<file path="src/rtl/unbyter.sv">
// Byte-to-word bridge: packs a byte stream into DI words on writes
// and serves fetched words back one byte at a time on reads.
module unbyter #(
  parameter int DI_DATA_WIDTH = 32
) (
  input  logic                     ifclk,
  input  logic                     resetb,
  input  logic                     enable,
  input  logic [31:0]              di0_len,
  input  logic                     di0_write_mode,
  input  logic                     di0_write,
  input  logic [7:0]               di0_reg_datai,
  output logic                     di0_write_rdy,
  input  logic                     di0_read_mode,
  input  logic                     di0_read_req,
  input  logic                     di0_read,
  output logic [7:0]               di0_reg_datao,
  output logic                     di0_read_rdy,
  output logic                     di1_write,
  output logic [DI_DATA_WIDTH-1:0] di1_reg_datai,
  input  logic                     di1_write_rdy,
  output logic                     di1_read_req,
  output logic                     di1_read,
  input  logic [DI_DATA_WIDTH-1:0] di1_reg_datao,
  input  logic                     di1_read_rdy
);

  localparam int NB = DI_DATA_WIDTH / 8;
  localparam logic [2:0] NB3 = 3'(NB);

  typedef enum logic [1:0] {
    IDLE,
    W_PUSH,
    R_FETCH,
    R_SERVE
  } state_t;

  state_t                   state_q, state_nxt;
  logic [DI_DATA_WIDTH-1:0] sr_q, sr_nxt;
  logic [2:0]               pos_q, pos_nxt;
  logic [31:0]              cnt_q, cnt_nxt;
  logic                     wrdy0_q, wrdy0_nxt;
  logic                     rrdy0_q, rrdy0_nxt;
  logic                     wr_q, wr_nxt;
  logic                     rd_q, rd_nxt;
  logic                     rreq_q, rreq_nxt;

  logic [2:0]  pos_inc;
  logic [31:0] cnt_inc;
  logic        term;
  logic        clr;

  assign pos_inc = pos_q + 3'd1;
  assign cnt_inc = cnt_q + 32'd1;
  assign term    = (pos_inc == NB3) ||
                   ((di0_len != 32'd0) && (cnt_inc == di0_len));
  assign clr     = !enable || !(di0_read_mode || di0_write_mode);

  assign di0_write_rdy = wrdy0_q && (state_q != W_PUSH);
  assign di0_read_rdy  = rrdy0_q && !di0_read;
  assign di1_reg_datai = sr_q;
  assign di0_reg_datao = sr_q[7:0];
  assign di1_write     = wr_q;
  assign di1_read      = rd_q;
  assign di1_read_req  = rreq_q;

  always_comb begin
    state_nxt = state_q;
    sr_nxt    = sr_q;
    pos_nxt   = pos_q;
    cnt_nxt   = cnt_q;
    wrdy0_nxt = wrdy0_q;
    rrdy0_nxt = rrdy0_q;
    wr_nxt    = wr_q;
    rd_nxt    = rd_q;
    rreq_nxt  = rreq_q;
    if (clr) begin
      state_nxt = IDLE;
      sr_nxt    = '0;
      pos_nxt   = '0;
      cnt_nxt   = '0;
      wrdy0_nxt = 1'b1;
      rrdy0_nxt = 1'b0;
      wr_nxt    = 1'b0;
      rd_nxt    = 1'b0;
      rreq_nxt  = 1'b0;
    end else if (di0_read_mode) begin
      unique case (state_q)
        IDLE: begin
          wrdy0_nxt = 1'b1;
          if (di0_read_req) begin
            rreq_nxt  = 1'b1;
            state_nxt = R_FETCH;
          end
        end
        R_FETCH: begin
          rd_nxt = di1_read_rdy && !rd_q;
          if (rd_q) begin
            sr_nxt    = di1_reg_datao;
            rreq_nxt  = 1'b0;
            rrdy0_nxt = 1'b1;
            pos_nxt   = '0;
            state_nxt = R_SERVE;
          end
        end
        R_SERVE: begin
          if (di0_read && rrdy0_q) begin
            sr_nxt  = sr_q >> 8;
            pos_nxt = pos_inc;
            cnt_nxt = cnt_inc;
            if (term) begin
              rrdy0_nxt = 1'b0;
              state_nxt = IDLE;
            end
          end
        end
        W_PUSH: begin
          // switching direction abandons the pending word
          wr_nxt    = 1'b0;
          sr_nxt    = '0;
          pos_nxt   = '0;
          wrdy0_nxt = 1'b1;
          state_nxt = IDLE;
        end
      endcase
    end else begin
      unique case (state_q)
        IDLE: begin
          wrdy0_nxt = 1'b1;
          if (di0_write && wrdy0_q) begin
            sr_nxt[{pos_q, 3'b000} +: 8] = di0_reg_datai;
            pos_nxt = pos_inc;
            cnt_nxt = cnt_inc;
            if (term) begin
              wrdy0_nxt = 1'b0;
              state_nxt = W_PUSH;
            end
          end
        end
        W_PUSH: begin
          if (wr_q) begin
            wr_nxt    = 1'b0;
            sr_nxt    = '0;
            pos_nxt   = '0;
            wrdy0_nxt = 1'b1;
            state_nxt = IDLE;
          end else if (di1_write_rdy) begin
            wr_nxt = 1'b1;
          end
        end
        R_FETCH, R_SERVE: begin
          rd_nxt    = 1'b0;
          rreq_nxt  = 1'b0;
          rrdy0_nxt = 1'b0;
          state_nxt = IDLE;
        end
      endcase
    end
  end

  always_ff @(posedge ifclk or negedge resetb) begin
    if (!resetb) begin
      state_q <= IDLE;
      sr_q    <= '0;
      pos_q   <= '0;
      cnt_q   <= '0;
      wrdy0_q <= 1'b0;
      rrdy0_q <= 1'b0;
      wr_q    <= 1'b0;
      rd_q    <= 1'b0;
      rreq_q  <= 1'b0;
    end else begin
      state_q <= state_nxt;
      sr_q    <= sr_nxt;
      pos_q   <= pos_nxt;
      cnt_q   <= cnt_nxt;
      wrdy0_q <= wrdy0_nxt;
      rrdy0_q <= rrdy0_nxt;
      wr_q    <= wr_nxt;
      rd_q    <= rd_nxt;
      rreq_q  <= rreq_nxt;
    end
  end

endmodule

</file>
<file path="config.mk">
export PLATFORM = sky130hd
export DESIGN_NAME = unbyter
export DESIGN_NICKNAME = d
export VERILOG_FILES = /design/src/rtl/unbyter.sv
export SDC_FILE = /design/constraint.sdc
export NUM_CORES = 1
export LEC_CHECK = 0
export CORE_MARGIN = 1
export CORE_UTILIZATION = 40
export CTS_CLUSTER_DIAMETER = 120
export DETAILED_ROUTE_END_ITERATION = 16
export HOLD_SLACK_MARGIN = 0.15
export PLACE_DENSITY = 0.78
export SKIP_LAST_GASP = 1
export SLEW_MARGIN = 20
export SYNTH_ARGS = -nofsm -noshare
export SYNTH_HDL_FRONTEND = slang
export SYNTH_SLANG_ARGS = --single-unit
</file>
<file path="constraint.sdc">
create_clock -name ifclk -period 2.8 [get_ports ifclk]
set_input_delay 0.7 -clock ifclk [delete_from_list [all_inputs] [get_ports ifclk]]
set_output_delay 0.7 -clock ifclk [all_outputs]
set_load 0.01 [all_outputs]
</file>
==> summary.log, run 1 <==
qor: cells_and_area.layout-area-overhead-vs-synth 52.6%
qor: logic_synthesis.yosysWarningCount 0
qor: cells_and_area.final_layout_size_suffix_gt1_frac 0.232
qor: timing.period_minus_slack 2790 ps
qor: logic_synthesis.synth.yosys.seq_area_share 0.347
qor: cells_and_area.num-nets-final 950
qor: placed_design.detailed_place.area 7500 um2
qor: timing.report.final.setup_viol 0
qor: detailed_routing.drt-pass1-iter-count 8
qor: global_route.grt_pass1_wl 29,700 um
qor: detailed_routing.route.final.wire_length 19,000 um
qor: logic_synthesis.post_syn_instances 646
qor: global_route.grt_antenna_before_repair 0
qor: pwr.switching_power 0.00112 W
qor: cts.worst_skew_pair.late_latency 340 ps
qor: job.cap_viol_max_count 0
qor: cts.cts_max_path_buffers 2
qor: pwr.internal_power 0.00228 W
qor: logic_synthesis.syn-cell-area 5330 um2
qor: logic_synthesis.synth_cell_types 58
qor: cts.cts_sinks 74
qor: logic_synthesis.syn_area_per_cell 8.25 um2
qor: timing.slew-limit-headroom 0.510
qor: die.placement_rows 41
qor: cts.cts_made_buffers 9
qor: pwr.power_density 418 nW/um2
qor: pwr.power.static_leakage 3.28 nW
qor: critical_path.path_class input pin to flip-flop
qor: pwr.power.share.combinational 0.314
qor: critical_path.kind_of_end_point_of_the_critical_path flip-flop
qor: timing.final.period_utilization 0.996
qor: critical_path.chain_of_cells_forming_the_critical_path clkdlybuf4s50_1, xor2_1, nor4bb_2, o21ai_1, a22oi_2, o2111ai_2, nor4_4, nor2_1, a31o_2
qor: die.placeableCoreArea 12,800 um2
qor: cts.cts_tree yes
qor: placed_design.place.gp.congestion 0.951
qor: global_route.overflow 0
qor: cells_and_area.final_design_area_no_fill 8130 um2
qor: global_route.pin_count_of_the_biggest_net_entering_global_routing 75
qor: critical_path.cp.arrival 3010 ps
qor: cts.worst_setup_hold_path_clk_slew 70 ps
qor: placed_design.port_buffers 126
qor: pwr.power 0.00340 W
qor: critical_path.cp_max_fo 2
qor: detailed_routing.postRouteAntennaNets 0
qor: cells_and_area.n_antenna_cell 0
qor: timing.finClkSkew 5.36 ps
qor: timing.timing_max_transition_violations_final 0
qor: critical_path.stage_delay_of_the_slowest_cell_on_the_critical_path 510 ps
qor: detailed_routing.drt_first_iter_violations 692
qor: min_path.worst_hold_path_type input pin to asynchronous set/reset pin
qor: critical_path.critical-path-slowest-cell clkdlybuf4s50_1
qor: detailed_routing.drc 0
qor: pwr.share_clk_of_total_power 0.325
qor: logic_synthesis.synth_edf_count 0
qor: timing.slew_of_the_pin_with_the_lowest_slew_margin 728 ps
qor: pwr.power.ir.vdd_worst 0.350 mV
qor: timing.clock.fmax 359 MHz
qor: pwr.seq_power_share 0.361
qor: die.boundaryPins 127
qor: detailed_routing.avgViaCountPerCell 5.96
qor: pwr.sw_frac_of_total 0.329
qor: die.vertical_die_dimension 117 um
qor: die.initial_core_util 0.416
qor: timing.final_hold_viol_count 0
qor: die.die_area 13,800 um2
qor: cells_and_area.utilization 0.634
qor: logic_synthesis.ys.flop_type dfrtp_1
qor: critical_path.worst_setup_path_start_kind input pin
qor: placed_design.dp_hpwl 13,900 um
qor: logic_synthesis.synth_nets 739
qor: status.status completed
qor: cts.h-tree-depth 3
qor: cts.cts_root_buffer clkbuf_16
qor: critical_path.cp.required 3020 ps
qor: detailed_routing.detailroute.via_count 6,165
qor: global_route.via_count_of_the_first_global_routing_pass 5,819
qor: logic_synthesis.synth_async_sr_flop_share 1.00
qor: global_route.grt_use_total 0.269
qor: timing.setup_repair_after_global_routing_missed_its_margin true
qor: detailed_routing.dr_wl_cell 18.4 um
qor: die.fp.dieW 117 um
qor: logic_synthesis.yosys_register_bits 74
[cell families after synthesis]
group,count (synthesis),synth area share
AO/OA/AOI/OAI,196,0.255
multiplexers,4,0.00751
adder cells (fa/ha/maj),11,0.0258
AND/OR/NAND/NOR,256,0.245
buffers and inverters,67,0.0575
XOR/XNOR,38,0.0625
flip-flops,74,0.348
[worst paths after layout]
| kind | from | slack [ps] | cells past startpoint | endpoint |
|---|---|---|---|---|
| min in group ifclk | di1_read_req | 500 | 2 | di1_read_req |
| worst max register to register | cnt_q[1] | 50 | 9 | rrdy0_q |
| worst min register to register | di1_read_req | 500 | 2 | di1_read_req |
| worst max-delay path | di0_len[6] | 10 | 9 | rrdy0_q |
| worst min-delay path | resetb | 370 | 2 | di1_reg_datai[28] |
| max in group asynchronous | resetb | 2050 | 2 | cnt_q[6] |
[flip-flops by register name, summed over array words and instances, names as in the netlist]
register / flops
di1_reg_datai: 32
di1_read: 1
cnt_q: 32
wrdy0_q: 1
di1_write: 1
state_q: 2
rrdy0_q: 1
di1_read_req: 1
pos_q: 3
[cells in the mapped netlist (14+ instances only)]
cell / instances / area share
a222oi_1: 22 / 0.041
and2_1: 14 / 0.016
clkbuf_1: 36 / 0.025
dfrtp_1: 74 / 0.35
nand2_1: 75 / 0.053
nand3_1: 19 / 0.018
nand4_1: 19 / 0.022
nor2_1: 50 / 0.035
nor4_1: 16 / 0.019
o21ai_0: 60 / 0.056
o31ai_1: 47 / 0.066
xnor2_1: 22 / 0.036
xor2_1: 16 / 0.026
[worst max-delay path, delay by kind of cell]
family,cells,cell delay (ps)
simple gates,3,810
compound gates,4,800
buf+inv,1,510
xor+xnor,1,180
[metrics by stage]
step	setup WS, ps	setup TNS, ps	hold slack [ps]	instances
after global routing	-109	-257	431	1034
after detailed placement	-542	-2030	491	1009
after global placement	-567	-2040	487	1009
after CTS	8.75	0	403	1029
after floorplan	46.4	0	404	646
final	12.1	0	371	1034
[power by group through the flow]
stage	Combinational [W]	Sequential, W	Clock (W)
global route	0.00115	0.00124	0.00115
finish	0.00107	0.00123	0.00111
global placement	0.00101	0.00124	0
detailed placement	0.00103	0.00124	0
CTS	0.00104	0.00123	0.00111
floorplan	0.000492	0.00126	0
[repair_timing]
action,in CTS,in global routing
gates resized for setup,16,40
pin swaps,12,18
hold buffers,0,0
hold endpoints to repair,0,0
endpoints found under the setup margin,4,4
cloned,0,0
setup buffers,5,6
[area by class of cell]
cell class	instances	area [um2]
Clock inverter	7	52.6
Clock buffer	9	225
Inverter	9	33.8
Timing Repair Buffer	258	2260
Multi-Input combinational cell	505	3480
Fill cell	1078	4690
Sequential cell	74	1860
Tap cell	172	215
[layer usage]
layer / up-vias / global-route usage / share of wire
met5: - / 0 / 0
met4: 0 / 0.112 / 0.028
met3: 53 / 0.0302 / 0.065
met2: 282 / 0.443 / 0.48
met1: 2978 / 0.358 / 0.43
li1: 2852 / - / -
[cells in the final DEF, fill, tap and decap left out, types with 4 or more instances in the layout]
master | Yosys | layout
o21ai_0 | 60 | 56
or3_4 | 0 | 4
dfrtp_2 | 0 | 6
a222oi_1 | 22 | 22
ha_1 | 11 | 10
nand4_1 | 19 | 19
nor4_4 | 0 | 4
inv_1 | 9 | 9
nor2b_1 | 12 | 12
nand2_1 | 75 | 74
clkbuf_16 | 0 | 9
nor3_1 | 13 | 11
a31oi_1 | 11 | 11
a21oi_1 | 8 | 8
and2_1 | 14 | 14
clkdlybuf4s50_1 | 0 | 123
o21ai_1 | 4 | 7
nor2_1 | 50 | 50
o211ai_1 | 4 | 4
nor4_1 | 16 | 8
and4_1 | 7 | 6
xor2_1 | 16 | 13
dfrtp_1 | 74 | 68
xnor2_1 | 22 | 21
or3_1 | 8 | 4
o41ai_1 | 4 | 4
and3_1 | 4 | 4
nor4_2 | 1 | 5
nand3_1 | 19 | 18
buf_4 | 9 | 131
a22oi_1 | 13 | 12
o31ai_1 | 47 | 44
Power figures use the tool's default switching activity.
==> run 2, diff against run 1 <==
Settings changed: CORE_UTILIZATION 40 to 51, PLACE_DENSITY 0.78 to 0.91.
Clock period 2.8 ns to 3.4 ns, I/O delays scaled along.
==> summary.log, run 2 (synthesis results as in run 1) <==
qor: pwr.power.share.combinational 0.314 [about the same]
qor: detailed_routing.drt-pass1-iter-count 9 [was 8]
qor: cells_and_area.layout.cells.most_common clkdlybuf4s50_1 [was buf_4]
qor: timing.setup_tns 0 ps [unchanged]
qor: placed_design.dp_hpwl 12,200 um [was 13,900 um]
qor: cts.worst_skew_pair.late_latency 360 ps [was 340 ps]
qor: critical_path.cp.arrival 3450 ps [was 3010 ps]
qor: pwr.share_clk_of_total_power 0.292 [was 0.325]
qor: global_route.most_crowded_layer_after_global_routing met2 [unchanged]
qor: timing.slew_of_the_pin_with_the_lowest_slew_margin 1130 ps [was 728 ps]
qor: detailed_routing.postRouteAntennaNets 0 [unchanged]
qor: die.fp.dieW 104 um [was 117 um]
qor: detailed_routing.drc 0 [unchanged]
qor: global_route.grt_use_met2 0.480 [was 0.443]
qor: cells_and_area.n_antenna_cell 0 [unchanged]
qor: die.placement_rows 36 [was 41]
qor: cells_and_area.layout_common_cells 125 x clkdlybuf4s50_1, 75 x nand2_1, 74 x dfrtp_1 [was 131 x buf_4, 123 x clkdlybuf4s50_1, 74 x nand2_1]
qor: global_route.overflow 0 [unchanged]
qor: global_route.grt_antenna_before_repair 0 [unchanged]
qor: timing.timing_max_transition_violations_final 0 [unchanged]
qor: global_route.global_routing_usage_on_met1 0.430 [was 0.358]
qor: timing.report.final.setup_viol 0 [unchanged]
qor: global_route.grt_pass1_wl 27,200 um [was 29,700 um]
qor: pwr.sw_frac_of_total 0.348 [was 0.329]
qor: timing.clock.fmax 312 MHz
qor: cells_and_area.final_layout_size_suffix_gt1_frac 0.0729 [was 0.232]
qor: placed_design.place.gp.congestion 0.953 [was 0.951]
qor: cts.h-tree-depth 3 [unchanged]
qor: cts.cts_sinks 74 [unchanged]
qor: pwr.seq_power_share 0.393 [was 0.361]
qor: cts.cts_tree yes [unchanged]
qor: detailed_routing.route.final.wire_length 16,800 um [was 19,000 um]
qor: critical_path.stage_delay_of_the_slowest_cell_on_the_critical_path 460 ps [was 510 ps]
qor: job.cap_viol_max_count 0 [unchanged]
qor: critical_path.cp.required 3650 ps [was 3020 ps]
qor: cts.cts_max_path_buffers 2 [unchanged]
qor: cells_and_area.num-nets-final 842 [was 950]
qor: timing.final.period_utilization 0.942
qor: pwr.power.static_leakage 2.61 nW [was 3.28 nW]
qor: die.placeableCoreArea 9950 um2 [was 12,800 um2]
qor: cells_and_area.utilization 0.693 [was 0.634]
qor: detailed_routing.detailroute.via_count 5,841 [was 6,165]
qor: placed_design.port_buffers 126 [unchanged]
qor: detailed_routing.avgViaCountPerCell 6.59 [was 5.96]
qor: cts.cts_made_buffers 9 [unchanged]
qor: status.status completed [unchanged]
qor: timing.slew-limit-headroom 0.245 [was 0.510]
qor: pwr.power 0.00257 W [was 0.00340 W]
qor: timing.period_minus_slack 3200 ps
qor: global_route.pin_count_of_the_biggest_net_entering_global_routing 46 [was 75]
qor: pwr.power_density 372 nW/um2 [was 418 nW/um2]
qor: die.initial_core_util 0.535 [was 0.416]
qor: pwr.switching_power 0.000892 W [was 0.00112 W]
qor: critical_path.critical-path-slowest-cell a2111o_1 [was clkdlybuf4s50_1]
qor: global_route.grt_use_total 0.311 [was 0.269]
qor: global_route.via_count_of_the_first_global_routing_pass 5,458 [was 5,819]
qor: critical_path.chain_of_cells_forming_the_critical_path ha_2, nand4_2, or3_1, o31ai_1, o211ai_1, a2111o_1, nor4_2, nor2_1, o31a_1 [was clkdlybuf4s50_1, xor2_1, nor4bb_2, o21ai_1, a22oi_2, o2111ai_2, nor4_4, nor2_1, a31o_2]
qor: critical_path.cp_max_fo 7 [was 2]
qor: cells_and_area.layout-area-overhead-vs-synth 29.4% [was 52.6%]
qor: timing.setup_repair_after_global_routing_missed_its_margin false [was true]
qor: cts.worst_setup_hold_path_clk_slew 100 ps [was 70 ps]
qor: critical_path.worst_setup_path_start_kind flip-flop [was input pin]
qor: die.vertical_die_dimension 104 um [was 117 um]
qor: die.die_area 10,900 um2 [was 13,800 um2]
qor: cts.postCtsSetupRepairBufs 0 [was 5]
qor: pwr.internal_power 0.00167 W [was 0.00228 W]
qor: critical_path.kind_of_end_point_of_the_critical_path flip-flop [unchanged]
qor: detailed_routing.drt_first_iter_violations 748 [was 692]
qor: detailed_routing.dr_wl_cell 19.0 um [was 18.4 um]
qor: critical_path.path_class flip-flop to flip-flop [was input pin to flip-flop]
qor: timing.final_hold_viol_count 0 [unchanged]
qor: cts.cts_root_buffer clkbuf_8 [was clkbuf_16]
qor: min_path.worst_hold_path_type input pin to asynchronous set/reset pin [unchanged]
qor: die.boundaryPins 127 [unchanged]
qor: global_route.m3_gr_usage 0.0495 [was 0.0302]
qor: pwr.power.ir.vdd_worst 0.222 mV [was 0.350 mV]
qor: timing.finClkSkew 10.1 ps [was 5.36 ps]
==> run 2: worst max-delay path: cells and delay by family, from the launching register on <==
family          cells  cell delay [ps]
compound gates      4             1220
flops               1              450
fa+ha+maj           1              290
simple gates        4             1140
==> run 2: final cells by class <==
cell class / count / area [um2]
multi-input cells: 505 / 3200
fillers: 789 / 3060
flip-flops and latches: 74 / 1850
repair buffers: 150 / 1440
well taps: 133 / 166
clock buffers: 9 / 124
clock inverters: 7 / 86.3
inverters: 9 / 33.8
==> run 2: layer usage <==
| layer | routed length [um] | vias up |
|---|---|---|
| met5 | 0 | - |
| met3 | 1560 | 53 |
| met1 | 6950 | 2783 |
| met4 | 516 | 0 |
| li1 | - | 2641 |
| met2 | 7790 | 364 |
==> run 2: path summary, 6_finish.rpt <==
check | start | to | slack (ps) | cells after the start
setup / recovery | cnt_q[0] | wrdy0_q | 200 | 9
hold / removal | resetb | di1_reg_datai[7] | 520 | 2
setup reg to reg | cnt_q[0] | wrdy0_q | 200 | 9
hold reg to reg | di1_reg_datai[9] | di1_reg_datai[9] | 520 | 2
max in group asynchronous | resetb | di1_reg_datai[4] | 2430 | 2
min in group ifclk | di1_reg_datai[9] | di1_reg_datai[9] | 520 | 2
==> run 2: per-stage QoR <==
| stage | cell area (um2) | setup WS, ps | cells | hold slack (ps) |
|---|---|---|---|---|
| 2_1_floorplan | 5330 | 526 | 646 | 490 |
| 5_1_grt | 6900 | 36.4 | 887 | 541 |
| 3_5_place_dp | 6670 | 123 | 871 | 500 |
| 6_report | 6900 | 196 | 887 | 515 |
| 4_1_cts | 6880 | 154 | 887 | 522 |
| 3_3_place_gp | 6670 | 193 | 871 | 489 |
==> run 2: power by group through the flow <==
stage | registers [W] | clock network (W) | logic, W
floorplan | 0.00103 | 0 | 0.000402
global placement | 0.00102 | 0 | 0.000764
detailed placement | 0.00102 | 0 | 0.000787
CTS | 0.00101 | 0.000753 | 0.000791
global route | 0.00102 | 0.000783 | 0.000868
finish | 0.00101 | 0.000750 | 0.000806
==> run 2: what timing repair did <==
item	4_1_cts	5_1_grt
resized for setup	0	2
endpoints found under the setup margin	0	4
hold buffers	0	0
==> run 3, diff against run 2 <==
Settings changed: GPL_ROUTABILITY_DRIVEN from default to 0, SKIP_LAST_GASP 1 to default.
==> summary.log, run 3 (synthesis results as in run 1) <==
qor: status.status completed [unchanged]
qor: critical_path.timing.reg2reg.setup_slack 170 ps [was 200 ps]
qor: pwr.sw_frac_of_total 0.347 [was 0.348]
qor: detailed_routing.detailroute.via_count 5,941 [was 5,841]
qor: global_route.overflow 0 [unchanged]
qor: global_route.grt_pass1_wl 28,500 um [was 27,200 um]
qor: cells_and_area.register_area 1850 um2 [unchanged]
qor: pwr.share_clk_of_total_power 0.291 [was 0.292]
qor: global_route.via_count_of_the_first_global_routing_pass 5,718 [was 5,458]
qor: cells_and_area.footprint_of_the_multi_input_gates 3200 um2 [unchanged]
qor: cts.worst_skew_pair.late_latency 370 ps [was 360 ps]
qor: detailed_routing.drt_first_iter_violations 877 [was 748]
qor: die.die_area 10,900 um2 [unchanged]
qor: pwr.internal_power 0.00167 W [about the same]
qor: placed_design.dp_hpwl 12,300 um [was 12,200 um]
qor: cts.postCtsSetupRepairBufs 0 [unchanged]
qor: detailed_routing.avgViaCountPerCell 6.73 [was 6.59]
qor: timing.finClkSkew 10.6 ps [was 10.1 ps]
qor: critical_path.critical_path_buf_inv_count 0 [unchanged]
qor: detailed_routing.postRouteAntennaNets 0 [unchanged]
qor: timing.timing_max_transition_violations_final 0 [unchanged]
qor: pwr.seq_power_share 0.394 [was 0.393]
qor: cells_and_area.nFillCells 754 [was 789]
qor: timing.slew-limit-headroom 0.248 [was 0.245]
qor: cells_and_area.num-nets-final 838 [was 842]
qor: critical_path.kind_of_end_point_of_the_critical_path flip-flop [unchanged]
qor: cells_and_area.final_design_area_no_fill 6880 um2 [was 6900 um2]
qor: cells_and_area.final_layout_size_suffix_gt1_frac 0.0680 [was 0.0729]
qor: cells_and_area.layout_common_cells 125 x clkdlybuf4s50_1, 75 x nand2_1, 74 x dfrtp_1 [unchanged]
qor: timing.slew_of_the_pin_with_the_lowest_slew_margin 1120 ps [was 1130 ps]
qor: pwr.switching_power 0.000888 W [was 0.000892 W]
qor: cells_and_area.layout-area-overhead-vs-synth 29.0% [was 29.4%]
qor: cts.cts_root_buffer clkbuf_8 [unchanged]
qor: placed_design.detailed_place.area 6650 um2 [was 6670 um2]
qor: critical_path.critical-path-slowest-cell or4_1 [was a2111o_1]
qor: cells_and_area.n_antenna_cell 0 [unchanged]
qor: cts.worst_setup_hold_path_clk_slew 90 ps [was 100 ps]
qor: pwr.power.ir.vdd_worst 0.229 mV [was 0.222 mV]
qor: critical_path.timing.critical_path.max_delay_family simple AND/OR/NAND/NOR gates [was compound AO/OA/AOI/OAI gates]
qor: timing.report.final.setup_viol 0 [unchanged]
qor: cts.cts_hold_buffers 0 [unchanged]
qor: job.cap_viol_max_count 0 [unchanged]
qor: detailed_routing.route.final.wire_length 17,300 um [was 16,800 um]
qor: timing.final.period_utilization 0.949 [was 0.942]
qor: global_route.grt_antenna_before_repair 0 [unchanged]
qor: pwr.power.static_leakage 2.59 nW [was 2.61 nW]
qor: global_route.grt_use_total 0.325 [was 0.311]
qor: pwr.power_density 372 nW/um2 [about the same]
qor: detailed_routing.drc 0 [unchanged]
qor: cts.cts_sinks 74 [unchanged]
qor: timing.setup_tns 0 ps [unchanged]
qor: critical_path.path_class flip-flop to flip-flop [unchanged]
qor: global_route.pin_count_of_the_biggest_net_entering_global_routing 59 [was 46]
qor: die.fp.dieW 104 um [unchanged]
qor: timing.clock.fmax 310 MHz [was 312 MHz]
qor: critical_path.worst_setup_path_start_kind flip-flop [unchanged]
qor: cells_and_area.layoutNonFillerInstCount 883 [was 887]
qor: cts.h-tree-depth 3 [unchanged]
qor: die.placement_rows 36 [unchanged]
qor: detailed_routing.drt-pass1-iter-count 7 [was 9]
qor: cts.cts_max_path_buffers 2 [unchanged]
qor: timing.period_minus_slack 3230 ps [was 3200 ps]
qor: die.initial_core_util 0.535 [unchanged]
qor: detailed_routing.dr_wl_cell 19.6 um [was 19.0 um]
qor: cells_and_area.layout.cells.most_common clkdlybuf4s50_1 [unchanged]
qor: die.vertical_die_dimension 104 um [unchanged]
qor: die.boundaryPins 127 [unchanged]
qor: timing.setup_repair_after_global_routing_missed_its_margin false [unchanged]
qor: critical_path.stage_delay_of_the_slowest_cell_on_the_critical_path 640 ps [was 460 ps]
qor: critical_path.cp.arrival 3490 ps [was 3450 ps]
qor: min_path.worst_hold_path_type input pin to asynchronous set/reset pin [unchanged]
qor: timing.post_route_worst_hold_slack 410 ps [was 515 ps]
qor: cts.cts_made_buffers 9 [unchanged]
qor: placed_design.post-place-cells 867 [was 871]
qor: critical_path.chain_of_cells_forming_the_critical_path nand4_1, or4_1, or3_1, nor4_1, o31ai_2, nor4_2, nor2_1, o31a_1 [was ha_2, nand4_2, or3_1, o31ai_1, o211ai_1, a2111o_1, nor4_2, nor2_1, o31a_1]
qor: placed_design.port_buffers 126 [unchanged]
qor: die.placeableCoreArea 9950 um2 [unchanged]
qor: pwr.power 0.00256 W [was 0.00257 W]
qor: timing.final_hold_viol_count 0 [unchanged]
qor: cts.cts_tree yes [unchanged]
qor: pwr.power.share.combinational 0.315 [was 0.314]
qor: critical_path.cp_max_fo 10 [was 7]
qor: critical_path.cp.required 3660 ps [was 3650 ps]
[run 3: metal layers]
layer | global-route usage | routed length (um)
met5 | 0 | 0
met4 | 0.169 | 760
met3 | 0.0664 | 1840
met2 | 0.511 | 8000
met1 | 0.424 | 6700
[run 3: cell type report]
cell class                 instances  area share
multi-input combinational        505       0.465
sequential                        74       0.269
inverter                           9     0.00491
clock buffer                       9      0.0180
clock inverter                     7      0.0120
tap                              133      0.0242
timing repair buffer             146       0.206
[run 3: worst paths after layout]
path	from	end	cells after the start
max in group asynchronous	resetb	rrdy0_q	2
min	resetb	di1_read	1
max reg2reg	cnt_q[15]	wrdy0_q	8
min reg2reg	di1_reg_datai[29]	di1_reg_datai[29]	2
max	cnt_q[15]	wrdy0_q	8
min in group ifclk	di1_reg_datai[29]	di1_reg_datai[29]	2
[run 3: timing repair]
item                                   4_1_cts  5_1_grt
setup endpoints to repair                    0        1
gates resized for setup                      0        1
endpoints found under the hold margin        0        0
[run 3: power groups by stage]
stage               sequential (W)  combinational, W  clock, W
floorplan                  0.00103          0.000402         0
global placement           0.00102          0.000760         0
detailed placement         0.00102          0.000783         0
CTS                        0.00101          0.000791  0.000744
global route               0.00102          0.000868  0.000782
finish                     0.00101          0.000807  0.000743
[run 3: per-stage QoR]
step                      utilization  setup slack, ps
after CTS                       0.689              242
after global routing            0.691             42.3
after floorplan                     -              526
final                           0.691              175
after detailed placement        0.668             17.6
after global placement          0.668              174
